<file path="src/rtl/sap_pkg.sv">
// Shared SAP-1 definitions: opcodes, control-word bit positions, bus widths and memory FSM states.
// The CLEAR state exists only when MEM_CLEAR_ON_RESET_EN is defined.
package sap_pkg;

    localparam int SAP_ADDR_W = 4;
    localparam int SAP_DATA_W = 8;

    localparam logic [3:0] OP_HLT = 4'h0;
    localparam logic [3:0] OP_NOP = 4'h1;
    localparam logic [3:0] OP_ADD = 4'h2;
    localparam logic [3:0] OP_SUB = 4'h3;
    localparam logic [3:0] OP_LDA = 4'h4;
    localparam logic [3:0] OP_OUT = 4'h5;
    localparam logic [3:0] OP_STA = 4'h6;
    localparam logic [3:0] OP_JMP = 4'h7;

    // Control-word bit positions; names ending in _N are active-low strobes
    localparam int CW_CP    = 0;
    localparam int CW_EP    = 1;
    localparam int CW_LMA_N = 2;
    localparam int CW_LMD_N = 3;
    localparam int CW_CE_N  = 4;
    localparam int CW_LR_N  = 5;
    localparam int CW_LI_N  = 6;
    localparam int CW_EI_N  = 7;
    localparam int CW_LA_N  = 8;
    localparam int CW_EA    = 9;
    localparam int CW_SU    = 10;
    localparam int CW_EU    = 11;
    localparam int CW_LB_N  = 12;
    localparam int CW_LO_N  = 13;
    localparam int CW_HLT   = 14;

    typedef enum logic [1:0] {
        ST_RUN       = 2'd0,
        ST_PROG      = 2'd1,
        ST_PROG_FULL = 2'd2
`ifdef MEM_CLEAR_ON_RESET_EN
        ,
        ST_CLEAR     = 2'd3
`endif
    } mem_state_t;

endpackage

</file>
<file path="src/rtl/sap_ram16x8.sv">
// Program/data RAM: flop array with a combinational read port and one synchronous write port.
module sap_ram16x8 #(
    parameter int ADDR_W = 4,
    parameter int DATA_W = 8
) (
    input  logic              clk,
    input  logic [ADDR_W-1:0] raddr,
    output logic [DATA_W-1:0] rdata,
    input  logic [ADDR_W-1:0] waddr,
    input  logic [DATA_W-1:0] wdata,
    input  logic              we
);

    localparam int DEPTH = 2 ** ADDR_W;

    logic [DATA_W-1:0] mem [DEPTH];

    always_ff @(posedge clk) begin
        if (we)
            mem[waddr] <= wdata;
    end

    assign rdata = mem[raddr];

endmodule

</file>
<file path="src/rtl/sap_memory_unit.sv">
// SAP memory stage: MAR registers, 16x8 RAM and a valid/ready programming port.
// Defining MEM_CLEAR_ON_RESET_EN adds a CLEAR state that zeroes the RAM after reset.
module sap_memory_unit
    import sap_pkg::*;
#(
    parameter int ADDR_W = SAP_ADDR_W,
    parameter int DATA_W = SAP_DATA_W
) (
    input  logic              clk,
    input  logic              rst_n,
    input  logic [DATA_W-1:0] bus_in,
    input  logic              mar_addr_load_n,
    input  logic              mar_mem_load_n,
    input  logic              ram_en_n,
    input  logic              ram_load_n,
    output logic [DATA_W-1:0] bus_out,
    output logic              bus_oe,
    input  logic              prog_mode,
    input  logic              prog_valid,
    input  logic [DATA_W-1:0] prog_data,
    output logic              prog_ready,
    output logic              prog_done,
    output logic              mem_busy,
    output logic [ADDR_W-1:0] mar_addr_q
);

    localparam logic [ADDR_W-1:0] PTR_MAX = '1;

`ifdef MEM_CLEAR_ON_RESET_EN
    localparam mem_state_t RESET_STATE = ST_CLEAR;
`else
    localparam mem_state_t RESET_STATE = ST_RUN;
`endif

    mem_state_t        state, state_next;
    logic [DATA_W-1:0] mar_data_q;
    logic [ADDR_W-1:0] ptr_q;
    logic [ADDR_W-1:0] waddr;
    logic [DATA_W-1:0] wdata;
    logic              we;

    always_ff @(posedge clk) begin
        if (!rst_n) begin
            state      <= RESET_STATE;
            mar_addr_q <= '0;
            mar_data_q <= '0;
            ptr_q      <= '0;
        end else begin
            state <= state_next;
            if (state == ST_RUN) begin
                if (!mar_addr_load_n)
                    mar_addr_q <= bus_in[ADDR_W-1:0];
                if (!mar_mem_load_n)
                    mar_data_q <= bus_in;
                if (prog_mode)
                    ptr_q <= '0;
            end else if (state == ST_PROG) begin
                // Stop at the last address; PROG_FULL takes over from there
                if (prog_valid && ptr_q != PTR_MAX)
                    ptr_q <= ptr_q + 1'b1;
            end
`ifdef MEM_CLEAR_ON_RESET_EN
            else if (state == ST_CLEAR) begin
                ptr_q <= ptr_q + 1'b1;
            end
`endif
        end
    end

    // The RAM write port belongs to the CPU in RUN and to the pointer otherwise
    always_comb begin
        state_next = state;
        waddr      = mar_addr_q;
        wdata      = mar_data_q;
        we         = 1'b0;
        bus_oe     = 1'b0;
        prog_ready = 1'b0;
        prog_done  = 1'b0;
        mem_busy   = 1'b1;
        case (state)
            ST_RUN: begin
                mem_busy = 1'b0;
                bus_oe   = ~ram_en_n;
                we       = ~ram_load_n;
                if (prog_mode)
                    state_next = ST_PROG;
            end
            ST_PROG: begin
                prog_ready = 1'b1;
                waddr      = ptr_q;
                wdata      = prog_data;
                we         = prog_valid;
                if (!prog_mode)
                    state_next = ST_RUN;
                else if (prog_valid && ptr_q == PTR_MAX)
                    state_next = ST_PROG_FULL;
            end
            ST_PROG_FULL: begin
                prog_done = 1'b1;
                if (!prog_mode)
                    state_next = ST_RUN;
            end
`ifdef MEM_CLEAR_ON_RESET_EN
            ST_CLEAR: begin
                waddr = ptr_q;
                wdata = '0;
                we    = 1'b1;
                if (ptr_q == PTR_MAX)
                    state_next = ST_RUN;
            end
`endif
            default: state_next = RESET_STATE;
        endcase
    end

    sap_ram16x8 #(
        .ADDR_W(ADDR_W),
        .DATA_W(DATA_W)
    ) u_ram (
        .clk   (clk),
        .raddr (mar_addr_q),
        .rdata (bus_out),
        .waddr (waddr),
        .wdata (wdata),
        .we    (we & rst_n)
    );

endmodule

</file>
<file path="config.mk">
export PLATFORM = sky130hd
export DESIGN_NAME = sap_memory_unit
export DESIGN_NICKNAME = d
export VERILOG_FILES = /design/src/rtl/sap_pkg.sv /design/src/rtl/sap_ram16x8.sv /design/src/rtl/sap_memory_unit.sv
export SDC_FILE = /design/constraint.sdc
export NUM_CORES = 1
export LEC_CHECK = 0
export ABC_AREA = 1
export CAP_MARGIN = 30
export CORE_MARGIN = 2
export CORE_UTILIZATION = 50
export CTS_CLUSTER_DIAMETER = 200
export DETAILED_ROUTE_END_ITERATION = 8
export PLACE_DENSITY_LB_ADDON = 0.25
export REMOVE_ABC_BUFFERS = 1
export SETUP_SLACK_MARGIN = 0.2
export SYNTH_ARGS = -nofsm -noshare
export SYNTH_HDL_FRONTEND = slang
export SYNTH_SLANG_ARGS = --single-unit
</file>
<file path="constraint.sdc">
create_clock -name clk -period 3.2 [get_ports clk]
set_clock_uncertainty 0.15 [all_clocks]
set_input_delay 0.64 -clock clk [delete_from_list [all_inputs] [get_ports clk]]
set_output_delay 0.64 -clock clk [all_outputs]
set_load 0.02 [all_outputs]
</file>
==> impl_metrics.json, run 1 <==
{
  "overflow": 0,
  "worstHoldPathType": "register to register",
  "grt_pass1_vias": 4829,
  "tightest_slew_ps": 789,
  "max_stage_delay_ps": 720,
  "drv_cap": 0,
  "wl_mm": 15.1,
  "setup_viol": 0,
  "wl_per_cell_microns": 16.2,
  "cts_resized": 12,
  "grt_max_degree": 33,
  "setup_ws_ps": 341,
  "powerDensity_mw_per_mm2": 597,
  "crit_buf_inv": 2,
  "die_area_sq_mm": 0.0140,
  "slew_headroom": 0.473,
  "final_area_sq_mm": 0.00782,
  "synth.area.top_cells": "edfxtp_1 59%, nand2_1 12%, nand3_1 8.2%",
  "worstSetupPathType": "register to output port",
  "fillers": 1094,
  "r2r_end": "u_ram.mem[12][3]",
  "path_clk_slew_ps": 50,
  "cp_max_fo": 13,
  "cp.arrival_ps": 2070,
  "io_pins": 40,
  "nets": 771,
  "antenna_found_initial": 0,
  "timing.rr.start": "state[0]",
  "cts_num_sinks": 150,
  "min_path_cells": 2,
  "cts_root_buffer": "clkbuf_16",
  "multi_input_area_sq_mm": 0.00170,
  "yosysSeqAreaShare": 0.654,
  "core_sq_mm": 0.0127,
  "hold_buffers": 0,
  "n_antenna_cell": 0,
  "synth-main-ff-cell": "edfxtp_1",
  "cts_tree": "built",
  "crit_path_top_delay_cell": "clkdlybuf4s50_1",
  "crit_path_start_kind": "register",
  "clock_latency_ps": 420,
  "leakagePower_uw": 0.00338,
  "required_ps": 2410,
  "cp-end-kind": "output port",
  "rsz0062_at_grt": "no",
  "syn-cell-area_sq_mm": 0.00655,
  "postSynthAreaPerCell_sq_um": 9.47,
  "clockBufferDepth": 2,
  "synth_top_area_frac": 0.587,
  "die_y_microns": 118,
  "ys_seq_elements": 150,
  "r2r_cells": 6,
  "gp_congestion": 0.834,
  "drc": 0,
  "antenna_left": 0,
  "peakVddDrop_mv": 0.318,
  "via_count": 4781,
  "period_needed_ps": 2860,
  "cts_made_buffers": 17,
  "synthArstFlopShare": 0,
  "grt_pass1_wl_mm": 24.7,
  "place_area_sq_mm": 0.00722,
  "via_per_inst": 5.14,
  "rows": 41,
  "die_w_microns": 118,
  "cts_setup_buffers": 0,
  "whs_endpoint": "mar_data_q[3]",
  "synthCells": 691,
  "dr.pass1.iters": 5,
  "path_delay_family": "buffers and inverters",
  "drive_gt1_frac": 0.0896,
  "min-delay-start": "mar_data_q[3]",
  "synthToLayoutAreaGrowth_pct": 19.5,
  "first_iter_violations": 631,
  "postLayoutCoreUtil": 0.615,
  "status": "finished, final reports clean",
  "max_freq_ghz": 0.350,
  "hold_violations": 0,
  "path_cells": "inv_2 -> nor2_2 -> clkdlybuf4s50_1",
  "grt_use_total": 0.233,
  "preCtsSetupSlack_ps": 486,
  "r2r_slack_ps": 720,
  "seq_area_sq_mm": 0.00429,
  "start_util": 0.515,
  "slew_viol_final": 0,
  "synth_enable_flop_cells": 128,
  "port_buffers": 39,
  "h-tree-depth": 4,
  "yosysWarnings": 0,
  "synth_cell_types": 24,
  "min_period_over_period": 0.893,
  "synth_top_area_cell": "edfxtp_1",
  "dp_hpwl_mm": 10.1
}
cells in the mapped netlist (3+ instances only):
| master | n |
|---|---|
| a21oi_1 | 3 |
| inv_1 | 108 |
| buf_2 | 12 |
| nor2_1 | 48 |
| inv_2 | 8 |
| dfxtp_1 | 22 |
| nand2_1 | 212 |
| o21ai_0 | 12 |
| clkbuf_1 | 13 |
| edfxtp_1 | 128 |
| nand3_1 | 107 |
final cells by class:
class / count / share of cell area
repair buffers: 63 / 0.0742
clock inverters: 9 / 0.0194
flip-flops and latches: 150 / 0.548
multi-input cells: 397 / 0.217
clock buffers: 23 / 0.0573
well taps: 172 / 0.0275
inverters: 117 / 0.0565
metal layers:
metal	global-route usage	routed length, microns	vias to the layer above
met3	0.0526	1100	33
li1	-	-	2327
met1	0.297	6290	2225
met2	0.371	7090	196
met4	0.126	588	0
met5	0	0	-
placed cells by master (no fill, tap or decap):
master           synthesis  layout
a21oi_1                  3       3
a21oi_2                  1       1
a31oi_1                  2       2
buf_12                   0       1
buf_4                    0      21
buf_6                    1       2
bufinv_16                0       4
clkbuf_1                13       6
clkbuf_16                0      17
clkdlybuf4s50_1          0      31
clkinv_1                 1       1
clkinv_2                 0       3
clkinv_4                 0       1
clkinvlp_4               0       1
dfxtp_1                 22      20
dfxtp_2                  0       2
dlygate4sd2_1            0       8
edfxtp_1               128     128
ha_1                     1       1
inv_1                  108     108
inv_2                    8       7
inv_4                    0       1
nand2_1                212     212
nand2_2                  2       2
nand3_1                107     107
nand4_1                  1       1
nor2_1                  48      48
nor2_2                   2       2
nor2_4                   1       1
o21ai_0                 12      12
o21ai_1                  2       2
o21ai_2                  2       2
xnor2_1                  1       1
sequential cells by signal (all words and copies together), names as in the netlist, named ones only:
register	count
mar_data_q	8
ptr_q	4
u_ram.mem	128
mar_addr_q	4
state	2
how the worst max path moves through the flow:
stage | start | endpoint | slack (ps) | cells past startpoint
after floorplan | register | bus_out[2] | -180 | 6
after global placement | register | bus_out[1] | 540 | 9
after detailed placement | prog_valid | u_ram.mem[12][4] | 490 | 5
after CTS | state[0] | prog_ready | 350 | 3
after global routing | state[0] | prog_ready | 220 | 3
final | state[0] | prog_ready | 340 | 3
through the flow:
step	TNS (ps)	hold WS (ps)	total power, uW	std cells
global route	0	403	4840	931
CTS	0	366	4700	931
global placement	0	344	2690	899
floorplan	-1270	328	2480	664
finish	0	361	4670	931
detailed placement	0	347	2700	899
kinds of logic (layout without fill, tap and decap cells):
family	count (synthesis)	count (layout)	synth area share
DFF	150	150	0.654
buffers and inverters	144	212	0.0860
and+or+nand+nor	373	373	0.237
adders and majority gates	1	1	0.00191
AOI/OAI and AO/OA	22	22	0.0189
xor gates and xnor gates	1	1	0.00134
tightest hold or removal path, stage by stage, from the launching register on:
cell     delay [ps]
dfxtp_1         320
o21ai_0          80
nor2_1           70
report_power, final:
part	leakage (uW)	internal [uW]	switching [uW]
combinational	0.00172	147	304
sequential	0.00137	2180	19.9
clock	0.000289	1300	723
Note: power is estimated with default switching activity, not from simulation.
==> inputs of run 2 (changes only) <==
--- a/config.mk
+++ b/config.mk
@@ -7,6 +7,7 @@
 export LEC_CHECK = 0
 export ABC_AREA = 1
 export CAP_MARGIN = 30
+export CORE_ASPECT_RATIO = 1.25
 export CORE_MARGIN = 2
 export CORE_UTILIZATION = 50
 export CTS_CLUSTER_DIAMETER = 200
==> constraint.sdc (replaced) <==
create_clock -name clk -period 3.2 [get_ports clk]
set_clock_uncertainty 0.15 [all_clocks]
set_input_delay 0.64 -clock clk [delete_from_list [all_inputs] [get_ports clk]]
set_output_delay 0.64 -clock clk [all_outputs]
set_load 0.1 [all_outputs]
==> run 2 against run 1 <==
Effect of this change: via count about the same; first-iteration DRC count down 27%; die area about the same; largest cell class unchanged; largest power group unchanged; highest routed layer unchanged.
==> impl_metrics.json, run 2 (same netlist as run 1, synthesis figures left out) <==
{
  "crit_buf_inv": 2,
  "cts_num_sinks": 150,
  "slew_viol_final": 0,
  "max_stage_delay_ps": 390,
  "setup_tns_ps": 0,
  "nets": 769,
  "tightest_slew_ps": 837,
  "r2r_cells": 7,
  "r2r_slack_ps": 840,
  "port_buffers": 39,
  "drc": 0,
  "period_needed_ps": 2840,
  "dr.pass1.iters": 6,
  "clock_latency_ps": 410,
  "first_iter_violations": 462,
  "worstHoldPathType": "register to register",
  "max_freq_ghz": 0.352,
  "antenna_found_initial": 0,
  "powerDensity_mw_per_mm2": 619,
  "grt_pass1_wl_mm": 23.4,
  "via_count": 4783,
  "cp_max_fo": 64,
  "seq_area_sq_mm": 0.00429,
  "grt_max_degree": 65,
  "path_clk_slew_ps": 60,
  "timing.critical_path.mode_cell": "nand2_1",
  "rows": 46,
  "min_period_over_period": 0.888,
  "place_area_sq_mm": 0.00725,
  "final_area_sq_mm": 0.00788,
  "slew_headroom": 0.441,
  "crit_path_top_delay_cell": "buf_6",
  "worstSetupPathType": "register to output port",
  "whs_ps": 363,
  "die_y_microns": 132,
  "hold_violations": 0,
  "setup_viol": 0,
  "multi_input_area_sq_mm": 0.00170,
  "final_cell_mix": "212 x nand2_1, 128 x edfxtp_1, 107 x inv_1, 107 x nand3_1, 48 x nor2_1",
  "status": "finished, final reports clean",
  "regMostFlops": "u_ram.mem",
  "cts_tree": "built",
  "r2r_end": "u_ram.mem[14][6]",
  "n_antenna_cell": 0,
  "path_cells": "buf_6 -> nand2_1 -> nand2_1 -> nand2_1 -> nand3_1 -> nand3_1 -> nand2_1 -> buf_12",
  "largestRegisters": "u_ram.mem: 128 flops, mar_data_q: 8 flops",
  "overflow": 0,
  "synthToLayoutAreaGrowth_pct": 20.4,
  "h-tree-depth": 4,
  "core_sq_mm": 0.0127,
  "leakagePower_uw": 0.00340,
  "io_pins": 40,
  "clockBufferDepth": 2,
  "cp.arrival_ps": 2050,
  "gp_congestion": 0.923,
  "path_delay_family": "simple AND/OR/NAND/NOR gates",
  "cts_root_buffer": "clkbuf_16",
  "rsz0062_at_grt": "no",
  "timing.rr.start": "state[0]",
  "die_area_sq_mm": 0.0140,
  "cp-end-kind": "output port",
  "drive_gt1_frac": 0.115,
  "grt_pass1_vias": 4578,
  "crit_path_start_kind": "register",
  "via_per_inst": 5.17,
  "peakVddDrop_mv": 0.371,
  "fillers": 1005,
  "grt_use_total": 0.221,
  "wl_mm": 14.9,
  "start_util": 0.515,
  "cts_made_buffers": 17,
  "dp_hpwl_mm": 9.82,
  "die_w_microns": 106,
  "antenna_left": 0,
  "hold_buffers": 0,
  "wl_per_cell_microns": 16.1,
  "required_ps": 2410,
  "path_depth": 8,
  "final_common_cell": "nand2_1",
  "drv_cap": 0,
  "largest_reg_flops": 128,
  "critical_path.endpoint": "bus_out[4]"
}
run 2: repair_timing:
item,in CTS,in global routing
endpoints found under the setup margin,0,8
gates resized for setup,0,4
setup buffers,0,2
run 2: area by class of cell:
class                           instances  area share
Multi-Input combinational cell        397       0.216
Clock inverter                         12      0.0194
Sequential cell                       150       0.544
Tap cell                              168      0.0267
Inverter                              117      0.0565
Clock buffer                           20      0.0579
Timing Repair Buffer                   61      0.0802
run 2: worst register-to-register path, stage by stage (launching register included):
cell and delay [ps]:
dfxtp_1 430, inv_2 50, nor2_2 70, buf_4 190, nand2_1 80, a21oi_2 260
nand3_1 220, nor2_1 540
run 2: metrics by stage:
stage	util	total power [uW]	cells	setup WS (ps)
after floorplan	-	2630	664	-671
after global placement	0.570	2900	891	445
after detailed placement	0.570	2910	891	360
after CTS	0.618	4890	923	232
after global routing	0.620	5020	925	242
final	0.620	4880	925	359
run 2: how the worst min path moves through the flow:
stage,start,slack [ps],end,cells past startpoint
2_1_floorplan,mar_data_q[0],330,mar_data_q[0],2
3_3_place_gp,mar_data_q[2],340,mar_data_q[2],2
3_5_place_dp,mar_data_q[5],350,mar_data_q[5],2
4_1_cts,mar_data_q[5],370,mar_data_q[5],2
5_1_grt,mar_data_q[3],390,mar_data_q[3],2
6_report,mar_data_q[5],360,mar_data_q[5],2
run 2: metal layers:
metal | vias to the layer above | wire, microns | GRT usage | part of all wire
met5 | - | 0 | 0 | 0
met4 | 0 | 354 | 0.0958 | 0.024
met3 | 28 | 858 | 0.0415 | 0.058
met2 | 203 | 7480 | 0.371 | 0.50
met1 | 2230 | 6170 | 0.279 | 0.42
li1 | 2322 | - | - | -
run 2: report_power, final:
| part | switching [uW] | internal [uW] |
|---|---|---|
| Sequential | 16.9 | 2170 |
| Combinational | 480 | 201 |
| Clock | 742 | 1260 |
| Total | 1240 | 3640 |
==> inputs of run 3 (changes only) <==
--- a/config.mk
+++ b/config.mk
@@ -12,6 +12,7 @@
 export CORE_UTILIZATION = 50
 export CTS_CLUSTER_DIAMETER = 200
 export DETAILED_ROUTE_END_ITERATION = 8
+export HOLD_SLACK_MARGIN = 0.02
 export PLACE_DENSITY_LB_ADDON = 0.25
 export REMOVE_ABC_BUFFERS = 1
 export SETUP_SLACK_MARGIN = 0.2
==> results of run 3 <==
Same layout as run 2: the final DEF is identical, and so are final timing and power.
